## config.mk

```make
export PLATFORM = sky130hd
export DESIGN_NAME = replay_play_ctrl
export DESIGN_NICKNAME = d
export VERILOG_FILES = /design/src/rtl/replay_play_ctrl.sv
export SDC_FILE = /design/constraint.sdc
export NUM_CORES = 1
export LEC_CHECK = 0
export ABC_AREA = 1
export BUFFER_PORTS_ARGS = -buffer_cell sky130_fd_sc_hd__buf_2
export CAP_MARGIN = 20
export CORE_MARGIN = 10
export CORE_UTILIZATION = 35
export DETAILED_ROUTE_END_ITERATION = 6
export PLACE_DENSITY = 0.58
export SETUP_SLACK_MARGIN = 0.2
export SYNTH_ARGS = -nofsm -noshare
export SYNTH_HDL_FRONTEND = slang
export SYNTH_SLANG_ARGS = --single-unit
```

## constraint.sdc

```tcl
create_clock -name mem_clk -period 4.8 [get_ports mem_clk]
set_input_delay 0.24 -clock mem_clk [delete_from_list [all_inputs] [get_ports mem_clk]]
set_output_delay 0.24 -clock mem_clk [all_outputs]
set_load 0.02 [all_outputs]
```

## src/rtl/replay_play_ctrl.sv

```systemverilog
// replay_play_ctrl
//   Breaks a replay command into memory read bursts over a circular buffer.
//   One command runs at a time. NUM_ITEMS reads a fixed item count, REPEAT
//   makes N whole passes over the buffer, and CONTINUOUS loops until stopped.
//   Bursts never cross the buffer end and never exceed MAX_BURST beats.
//
// Ports
//   mem_clk, mem_rst_n      clock, async active-low reset
//   cmd_valid/cmd_ready     command handshake (ready only when idle)
//   cmd_mode                0 NUM_ITEMS, 1 CONTINUOUS, 2 REPEAT, 3 reserved
//   cmd_num_items           item count for NUM_ITEMS
//   cmd_repeat              pass count for REPEAT
//   cfg_base_addr           buffer start byte address (word aligned)
//   cfg_buffer_size         buffer size in bytes
//   stop                    single-cycle stop request
//   rd_addr/rd_len          burst start byte address / beats minus one
//   rd_valid/rd_ready       burst request handshake
//   busy, done, err         status; done and err are one-cycle pulses
module replay_play_ctrl #(
  parameter int MEM_DATA_W = 64,
  parameter int MEM_ADDR_W = 30,
  parameter int ITEM_W     = 32,
  parameter int MAX_BURST  = 256,
  parameter int COUNT_W    = 32
) (
  input  logic                  mem_clk,
  input  logic                  mem_rst_n,
  input  logic                  cmd_valid,
  output logic                  cmd_ready,
  input  logic [1:0]            cmd_mode,
  input  logic [63:0]           cmd_num_items,
  input  logic [COUNT_W-1:0]    cmd_repeat,
  input  logic [MEM_ADDR_W-1:0] cfg_base_addr,
  input  logic [MEM_ADDR_W:0]   cfg_buffer_size,
  input  logic                  stop,
  output logic [MEM_ADDR_W-1:0] rd_addr,
  output logic [7:0]            rd_len,
  output logic                  rd_valid,
  input  logic                  rd_ready,
  output logic                  busy,
  output logic                  done,
  output logic                  err
);

  localparam int W   = MEM_DATA_W / 8;
  localparam int IPW = MEM_DATA_W / ITEM_W;
  localparam int WB  = $clog2(W);
  localparam int IB  = $clog2(IPW);

  localparam logic [1:0] M_NUM  = 2'd0;
  localparam logic [1:0] M_REP  = 2'd2;
  localparam logic [1:0] M_RSVD = 2'd3;

  typedef enum logic [1:0] {S_IDLE, S_CALC, S_ISSUE, S_DONE} state_t;

  state_t                state_q, state_d;
  logic [1:0]            mode_q, mode_d;
  logic [63:0]           words_q, words_d;      // words left (NUM_ITEMS only)
  logic [COUNT_W-1:0]    pass_q, pass_d;        // passes left (REPEAT only)
  logic [MEM_ADDR_W-1:0] base_q, base_d;
  logic [63:0]           bufw_q, bufw_d;        // whole words in buffer
  logic [63:0]           off_q, off_d;          // word offset of next burst
  logic [8:0]            blen_q, blen_d;        // beats of current burst
  logic [MEM_ADDR_W-1:0] addr_q, addr_d;
  logic [7:0]            len_q, len_d;
  logic                  stop_q, stop_d;

  logic        bad, stop_any, wrap, last;
  logic [63:0] to_end, burst, off_sum;

  always_ff @(posedge mem_clk or negedge mem_rst_n) begin
    if (!mem_rst_n) begin
      state_q <= S_IDLE;
      mode_q  <= '0;
      words_q <= '0;
      pass_q  <= '0;
      base_q  <= '0;
      bufw_q  <= '0;
      off_q   <= '0;
      blen_q  <= '0;
      addr_q  <= '0;
      len_q   <= '0;
      stop_q  <= 1'b0;
    end else begin
      state_q <= state_d;
      mode_q  <= mode_d;
      words_q <= words_d;
      pass_q  <= pass_d;
      base_q  <= base_d;
      bufw_q  <= bufw_d;
      off_q   <= off_d;
      blen_q  <= blen_d;
      addr_q  <= addr_d;
      len_q   <= len_d;
      stop_q  <= stop_d;
    end
  end

  always_comb begin
    state_d  = state_q;
    mode_d   = mode_q;
    words_d  = words_q;
    pass_d   = pass_q;
    base_d   = base_q;
    bufw_d   = bufw_q;
    off_d    = off_q;
    blen_d   = blen_q;
    addr_d   = addr_q;
    len_d    = len_q;
    stop_d   = stop_q | (stop && state_q != S_IDLE);
    err      = 1'b0;
    stop_any = stop_q | stop;
    // Command validity; these conditions can only hold on the first CALC of
    // a command, so re-evaluating them every CALC is harmless.
    bad      = (bufw_q == 64'd0) || (mode_q == M_RSVD) ||
               (mode_q == M_NUM && words_q == 64'd0) ||
               (mode_q == M_REP && pass_q == '0);
    to_end   = bufw_q - off_q;
    burst    = (to_end < 64'(MAX_BURST)) ? to_end : 64'(MAX_BURST);
    if (mode_q == M_NUM && words_q < burst) burst = words_q;
    off_sum  = off_q + 64'(blen_q);
    wrap     = (off_sum == bufw_q);
    last     = (mode_q == M_NUM && words_q == 64'(blen_q)) ||
               (mode_q == M_REP && wrap && pass_q == COUNT_W'(1));

    case (state_q)
      S_IDLE: begin
        stop_d = 1'b0;
        if (cmd_valid) begin
          mode_d  = cmd_mode;
          // ceil(items / IPW) without the overflow of adding IPW-1 first
          words_d = (cmd_num_items >> IB) +
                    64'(|(cmd_num_items & 64'(IPW - 1)));
          pass_d  = cmd_repeat;
          base_d  = cfg_base_addr;
          bufw_d  = 64'(cfg_buffer_size) >> WB;
          off_d   = '0;
          state_d = S_CALC;
        end
      end
      S_CALC: begin
        if (bad) begin
          err     = 1'b1;
          state_d = S_IDLE;
        end else if (stop_any) begin
          state_d = S_DONE;
        end else begin
          blen_d  = 9'(burst);
          len_d   = 8'(burst - 64'd1);
          addr_d  = base_q + MEM_ADDR_W'(off_q << WB);
          state_d = S_ISSUE;
        end
      end
      S_ISSUE: begin
        // rd_valid stays up until accepted; a stop only acts afterwards
        if (rd_ready) begin
          off_d = wrap ? 64'd0 : off_sum;
          if (mode_q == M_NUM) words_d = words_q - 64'(blen_q);
          if (mode_q == M_REP && wrap) pass_d = pass_q - COUNT_W'(1);
          state_d = (last || stop_any) ? S_DONE : S_CALC;
        end
      end
      S_DONE: begin
        stop_d  = 1'b0;
        state_d = S_IDLE;
      end
      default: state_d = S_IDLE;
    endcase
  end

  assign cmd_ready = (state_q == S_IDLE);
  assign rd_valid  = (state_q == S_ISSUE);
  assign busy      = (state_q != S_IDLE);
  assign done      = (state_q == S_DONE);
  assign rd_addr   = addr_q;
  assign rd_len    = len_q;

endmodule

```

==> results of run 1 <==
## worst max-delay path: cells and delay by family (launching register included)
family                   cells  cell delay, ns
AO/OA/AOI/OAI                2            0.20
XOR/XNOR                     1            0.19
adder cells (fa/ha/maj)      4            0.93
buffers and inverters        5            0.53
flip-flops                   1            0.38
AND/OR/NAND/NOR             25            2.88
## power by group through the flow
stage,Clock (W),Sequential (W),Combinational (W)
4_1_cts,0.00304,0.00412,0.0124
3_5_place_dp,0,0.00413,0.0115
3_3_place_gp,0,0.00411,0.0115
6_report,0.00297,0.00414,0.0131
2_1_floorplan,0,0.00410,0.00702
5_1_grt,0.00312,0.00428,0.0145
## placed cells by master (no fill, tap or decap), types with 8 or more instances in the layout
master / count
nand2_1: 802
buf_4: 453
inv_1: 445
nor2_1: 394
dfrtp_1: 266
buf_2: 202
a21oi_1: 166
nand3_1: 163
o21ai_0: 139
xor2_1: 133
ha_1: 101
nand4_1: 90
dlygate4sd3_1: 84
nor3_1: 82
nand2_2: 75
nor4_1: 56
conb_1: 55
xnor2_1: 45
mux2_2: 44
ha_4: 43
o22ai_1: 42
clkbuf_16: 39
inv_2: 37
o21ai_1: 34
nor2_2: 32
nor2_4: 25
o32ai_1: 24
a31oi_1: 20
nand2_4: 17
o211ai_1: 17
or2_2: 17
mux2i_1: 14
nand3_2: 13
buf_6: 13
a21oi_2: 10
nor3_2: 9
buf_12: 9
o21bai_1: 8
o221ai_1: 8
a22oi_1: 8
## state kept, by name, indices dropped and copies added (netlist names)
name,count
off_q,64
words_q,64
pass_q,32
base_q,30
rd_addr,30
bufw_q,28
blen_q,9
rd_len,8
mode_q,2
state_q,2
stop_q,1
## cells by family (layout without fill, tap and decap cells)
kind of cell / Yosys count / after routing / share of synthesized area
buffers and inverters: 564 / 1317 / 0.08899
multiplexers: 58 / 58 / 0.02644
AND/OR/NAND/NOR: 1822 / 1823 / 0.3310
XOR/XNOR: 188 / 188 / 0.06848
other: 1 / 55 / 0.0001560
adder cells (fa/ha/maj): 148 / 148 / 0.07827
flip-flops: 270 / 270 / 0.2810
AO/OA/AOI/OAI: 519 / 519 / 0.1257
## per-stage QoR
stage / hold WS (ns) / util / setup TNS, ns / cell area [um^2] / instances
global route: 0.02717 / 0.4899 / -11.73 / 33480 / 5260
detailed placement: 0.2547 / 0.4345 / -8.891 / 29700 / 5047
floorplan: -0.05559 / - / -0.03535 / 24630 / 3624
finish: 0.01652 / 0.4899 / -3.679 / 33480 / 5260
global placement: 0.2553 / 0.4345 / -6.628 / 29700 / 5047
CTS: 0.001678 / 0.4763 / -1.990 / 32550 / 5227
## path summary, 6_finish.rpt
path | from | depth (start not counted) | end
hold reg to reg | rd_addr[1] | 2 | rd_addr[1]
max in group asynchronous | mem_rst_n | 3 | pass_q[7]
setup reg to reg | bufw_q[0] | 37 | rd_len[2]
hold / removal | cmd_repeat[31] | 3 | pass_q[31]
min in group asynchronous | mem_rst_n | 2 | rd_addr[19]
setup / recovery | bufw_q[0] | 37 | rd_len[2]
## routing by layer
metal,track usage,wire length [um],vias to the layer above
met3,0.03175,4871,171
met4,0.06897,3027,4
met5,0,21,-
met2,0.3907,44460,709
met1,0.2959,41760,12530
li1,-,-,13330
## final cells by class
cell class                      instances  share of cell area
Sequential cell                       270              0.2019
Timing Repair Buffer                  770              0.1725
Tap cell                              882             0.03296
Clock buffer                           46             0.03012
Multi-Input combinational cell       2791              0.5003
Inverter                              488             0.05478
Clock inverter                         13            0.007474
## repair_timing
action                                  in CTS  in global routing
pin swaps                                   31                 66
resized for setup                          100                152
hold buffers                                84                  0
endpoints found under the setup margin      76                 91
setup buffers                               33                 28
cloned                                       4                  4
hold endpoints to repair                   152                  0
==> summary.md, run 1 <==
| Metric | Value |
|---|---|
| Status | `finished, violations left` |
| Failing checks | `setup timing` |
| Worst setup margin | `-0.3977 ns` |
| Die Ht | `282.1 um` |
| Worst Max-Slew Pin Slew | `1.056 ns` |
| Mean area per synthesized cell | `6.735 um^2` |
| Number of global-route vias before repair | `26100` |
| Congestion Overflow GR | `0` |
| RSZ-0062 raised after global routing | `yes` |
| Combinational Power Share | `0.649` |
| Drt total wl | `94150 um` |
| FF+latch area | `6761 um^2` |
| Fill count | `6849` |
| Endpoints failing hold | `0` |
| Leakage | `16.34 nW` |
| Sw Ratio | `0.4694` |
| Yosys cell types | `66` |
| Synthesized flop and latch total | `270` |
| Async S/R FF share, synth | `1.000` |
| Most frequent cell after synthesis | `nand2_1` |
| Crit path max fanout | `6` |
| WS Path Type | `reg2reg` |
| First DRT Iteration DRCs | `1752` |
| Largest stage delay, worst path | `0.39 ns` |
| Most frequent cells after synthesis | `nand2_1 (885), inv_1 (477), nor2_1 (427)` |
| Worst-path clk slew | `0.06 ns` |
| Share of the synthesized area in the top cell type | `0.2810` |
| Drt wl/cell | `17.90 um` |
| Clock buffer depth | `3` |
| Period utilisation layout | `1.083` |
| Layout cell share with drive strength beyond 1 | `0.2567` |
| Core area | `68350 um^2` |
| Tmin final | `5.198 ns` |
| CP Capture Type | `flop` |
| ANT cells | `0` |
| Port Buffers | `203` |
| Largest net degree at the start of global routing | `107` |
| R2R setup slack | `-0.40 ns` |
| Ys Warns | `0` |
| Area of the multi-input gates | `16750 um^2` |
| Internal | `0.01074 W` |
| Clk_lat worst skew | `0.57 ns` |
| CTS Root Cell | `clkbuf_16` |
| Seq/Total Area, Yosys | `0.2810` |
| Total net switching power | `0.009500 W` |
| Die Width | `282.1 um` |
| Synth Cell Area | `24040 um^2` |
| Flop pwr share | `0.205` |
| Top cells by area, synth | `dfrtp_1 (28%), nand2_1 (14%), ha_1 (7.5%)` |
| CP max-delay cell | `fa_2` |
| Final Wtd Congestion | `0.9984` |
| CTS tree | `done` |
| Top_reg_cell synth | `dfrtp_1` |
| Tot GR Track Use | `0.2290` |
| Final net count | `4669` |
| Area grow syn2layout | `39.26%` |
| CTS buffer count | `36` |
| Yosys top cell by area | `dfrtp_1` |
| VDD IR max | `0.4419 mV` |
| Total vias in the final route | `26740` |
| CTS H-tree depth | `2` |
| First-pass GRT wire length | `145700 um` |
| I/O pin cnt | `207` |
| Max-slew headroom | `0.2958` |
| Die area | `79580 um^2` |
| Row count | `96` |
| Initial core utilization | `0.3518` |
| Clock power frac | `0.147` |
| Final setup fails | `16` |
| PnR Total Power | `0.02024 W` |
| PwrDens | `604.5 nW/um^2` |
| Worst EP arrival | `5.68 ns` |
| Vias per cell | `5.083` |
| Drt first pass iters | `6` |
| Cell mode on critical path | `nand2_1` |
| Fin Clk Skew | `0.01919 ns` |
| Worst min-delay path class | `in2reg` |
| Clock sinks | `270` |
| Gate Count Post-Synth | `3570` |
| F_max | `192.4 MHz` |
| Antenna violations before repair | `4` |
| Startpoint types | `flop` |
| Post-place setup slack | `-0.6510 ns` |
| Antenna Nets Post-Route | `0` |
| Max cap viols | `0` |
| HPWL Detailed | `73430 um` |
| DRC | `0` |
| EDFF count, synth | `0` |
| Worst endpoint required time | `5.29 ns` |
| Final Slew Violations | `0` |
Power figures use the tool's default switching activity.
==> run 2: changes to the inputs <==
--- a/config.mk
+++ b/config.mk
@@ -6,13 +6,14 @@
 export NUM_CORES = 1
 export LEC_CHECK = 0
 export ABC_AREA = 1
-export BUFFER_PORTS_ARGS = -buffer_cell sky130_fd_sc_hd__buf_2
 export CAP_MARGIN = 20
 export CORE_MARGIN = 10
 export CORE_UTILIZATION = 35
 export DETAILED_ROUTE_END_ITERATION = 6
-export PLACE_DENSITY = 0.58
+export DONT_BUFFER_PORTS = 1
+export PLACE_DENSITY = 0.56
 export SETUP_SLACK_MARGIN = 0.2
 export SYNTH_ARGS = -nofsm -noshare
 export SYNTH_HDL_FRONTEND = slang
 export SYNTH_SLANG_ARGS = --single-unit
+export TNS_END_PERCENT = 30
==> run 2 against run 1 <==
Net effect:
- the flow finishes with violations (hold timing, setup timing)
- cell area decreased by 4.3%
- largest cell class unchanged
- register-to-register slack improved by 0.20 ns
- global-route usage decreased by 0.78 points
- critical endpoint is now rd_len[5]
- sequential share of layout area increased by 0.90 points
- fmax increased by 4.0%
- count of clock-buffer cells in the layout increased by 2
==> summary.md, run 2 (same netlist as run 1, synthesis figures left out) <==
| Metric | Value |
|---|---|
| Worst-path clk slew | `0.06 ns (about the same)` |
| Worst setup margin | `-0.1954 ns (was -0.3977 ns)` |
| Final setup fails | `7 (was 16)` |
| Fin area | `32040 um^2 (was 33480 um^2)` |
| Commonest non-fill, non-tap cell in the layout | `nand2_1 (unchanged)` |
| RSZ-0062 raised after global routing | `yes (unchanged)` |
| Max cap viols | `0 (unchanged)` |
| Cell mode on critical path | `nand2_1 (unchanged)` |
| PwrDens | `605.4 nW/um^2 (was 604.5 nW/um^2)` |
| CP max-delay cell | `dfrtp_1 (was fa_2)` |
| CTS tree | `done (unchanged)` |
| Worst EP arrival | `5.50 ns (was 5.68 ns)` |
| Fin Clk Skew | `0.03753 ns (was 0.01919 ns)` |
| Worst endpoint required time | `5.31 ns (was 5.29 ns)` |
| Port Buffers | `0 (was 203)` |
| Fill count | `6914 (was 6849)` |
| Initial core utilization | `0.3518 (unchanged)` |
| Area grow syn2layout | `33.25% (was 39.26%)` |
| Tmin final | `4.995 ns (was 5.198 ns)` |
| Layout cell share with drive strength beyond 1 | `0.2019 (was 0.2567)` |
| Worst setup path start | `bufw_q[0] (unchanged)` |
| Cell Area, Placed | `28310 um^2 (was 29700 um^2)` |
| Crit path max fanout | `7 (was 6)` |
| CTS buffer count | `37 (was 36)` |
| HPWL Detailed | `70450 um (was 73430 um)` |
| Post-place setup slack | `-0.4830 ns (was -0.6510 ns)` |
| Clock buffer depth | `3 (unchanged)` |
| Max-slew headroom | `0.3283 (was 0.2958)` |
| Hold slack | `-0.6488 ns (was 0.01652 ns)` |
| Drt wl/cell | `17.94 um (was 17.90 um)` |
| Vias per cell | `5.068 (was 5.083)` |
| Tot GR Track Use | `0.2212 (was 0.2290)` |
| I/O pin cnt | `207 (unchanged)` |
| Clk_lat worst skew | `0.59 ns (was 0.57 ns)` |
| Most frequent cells in the layout | `nand2_1 (823), inv_1 (445), buf_4 (402), nor2_1 (389), dfrtp_1 (268) (was nand2_1 (802), buf_4 (453), inv_1 (445), nor2_1 (394), dfrtp_1 (266))` |
| WS Path Type | `reg2reg (unchanged)` |
| Die Ht | `282.1 um (unchanged)` |
| Failing checks | `hold timing, setup timing (was setup timing)` |
| Drt first pass iters | `6 (unchanged)` |
| Setup TNS | `-1.075 ns (was -3.679 ns)` |
| Largest stage delay, worst path | `0.39 ns (about the same)` |
| Antenna Nets Post-Route | `0 (unchanged)` |
| Antenna violations before repair | `7 (was 4)` |
| F_max | `200.2 MHz (was 192.4 MHz)` |
| CP Capture Type | `flop (unchanged)` |
| Final Wtd Congestion | `1.011 (was 0.9984)` |
| Die area | `79580 um^2 (unchanged)` |
| Final net count | `4442 (was 4669)` |
| R2R Path Start | `bufw_q[0] (unchanged)` |
| Total vias in the final route | `25560 (was 26740)` |
| Period utilisation layout | `1.041 (was 1.083)` |
| Hold buffer count at cts | `123 (was 84)` |
| Row count | `96 (unchanged)` |
| Leakage | `15.28 nW (was 16.34 nW)` |
| Endpoints failing hold | `270 (was 0)` |
| Congestion Overflow GR | `0 (unchanged)` |
| CTS Root Cell | `clkbuf_16 (unchanged)` |
| Drt total wl | `90460 um (was 94150 um)` |
| First DRT Iteration DRCs | `1686 (was 1752)` |
| CTS H-tree depth | `2 (unchanged)` |
| Startpoint types | `flop (unchanged)` |
| First-pass GRT wire length | `140200 um (was 145700 um)` |
| Worst Max-Slew Pin Slew | `1.008 ns (was 1.056 ns)` |
| VDD IR max | `0.4004 mV (was 0.4419 mV)` |
| Core area | `68350 um^2 (unchanged)` |
| Largest net degree at the start of global routing | `271 (was 107)` |
| DRC | `0 (unchanged)` |
| Top Registers | `off_q x64, words_q x64, pass_q x32 (unchanged)` |
| Status | `finished, violations left (unchanged)` |
| Final Slew Violations | `0 (unchanged)` |
| Die Width | `282.1 um (unchanged)` |
| Number of global-route vias before repair | `24880 (was 26100)` |
| Core occupancy in the finished layout | `0.4688 (was 0.4899)` |
| Clock sinks | `270 (unchanged)` |
| Worst min-delay path class | `in2async (was in2reg)` |
[run 2: changes by cell type in the layout (fill, tap and decap cells not counted), sizes merged]
cell	delta
buf	-265
bufinv	-1
clkbuf	+1
clkinv	+8
clkinvlp	-1
diode	+5
dlygate4sd3	+39
inv	-2
nand2	-1
[run 2: path summary, 6_finish.rpt]
path                       slack, ns  cells after the start          end
max                            -0.20                     42    rd_len[5]
min                            -0.65                      0  rd_addr[18]
max reg2reg                    -0.20                     42    rd_len[5]
min reg2reg                     0.47                      2   rd_addr[2]
max in group asynchronous       4.59                      0    off_q[29]
min in group mem_clk            0.03                      3  words_q[22]
[run 2: final cells by class]
cell class / count / area, um^2 / share of cell area
tap: 882 / 1104 / 0.03445
antenna: 5 / 12.51 / 0.0003905
multi-input combinational: 2790 / 16540 / 0.5163
clock buffer: 48 / 1007 / 0.03144
sequential: 270 / 6759 / 0.2110
clock inverter: 17 / 260.3 / 0.008123
timing repair buffer: 543 / 4521 / 0.1411
inverter: 488 / 1834 / 0.05725
[run 2: what timing repair did]
action	CTS	global route
buffers inserted	26	10
gates resized for setup	107	106
pin swaps	32	22
setup endpoints to repair	63	93
hold endpoints to repair	390	270
cloned	0	6
[run 2: per-layer routing]
metal	share of wire	vias up	track usage
li1	-	12890	-
met1	0.44	11880	0.2861
met2	0.47	644	0.3728
met3	0.055	137	0.03497
met4	0.029	6	0.06842
met5	0.00036	-	0
[run 2: per-stage QoR]
step / total power (W) / std cells
5_1_grt: 0.02108 / 5042
6_report: 0.01940 / 5043
2_1_floorplan: 0.01112 / 3624
3_5_place_dp: 0.01513 / 4807
3_3_place_gp: 0.01507 / 4807
4_1_cts: 0.01876 / 5021
[run 2: where the power goes]
group / total (W) / internal [W] / switching [W]
sequential: 0.00438 / 0.00319 / 0.00119
combinational: 0.0121 / 0.00522 / 0.00687
clock: 0.00292 / 0.00176 / 0.00116
total: 0.0194 / 0.0102 / 0.00922
[run 2: critical path: cells and delay by family, from the launching register on]
kind	cells	cell delay, ns
buffers and inverters	5	0.52
DFF	1	0.39
adders and majority gates	3	0.78
and+or+nand+nor	34	3.23
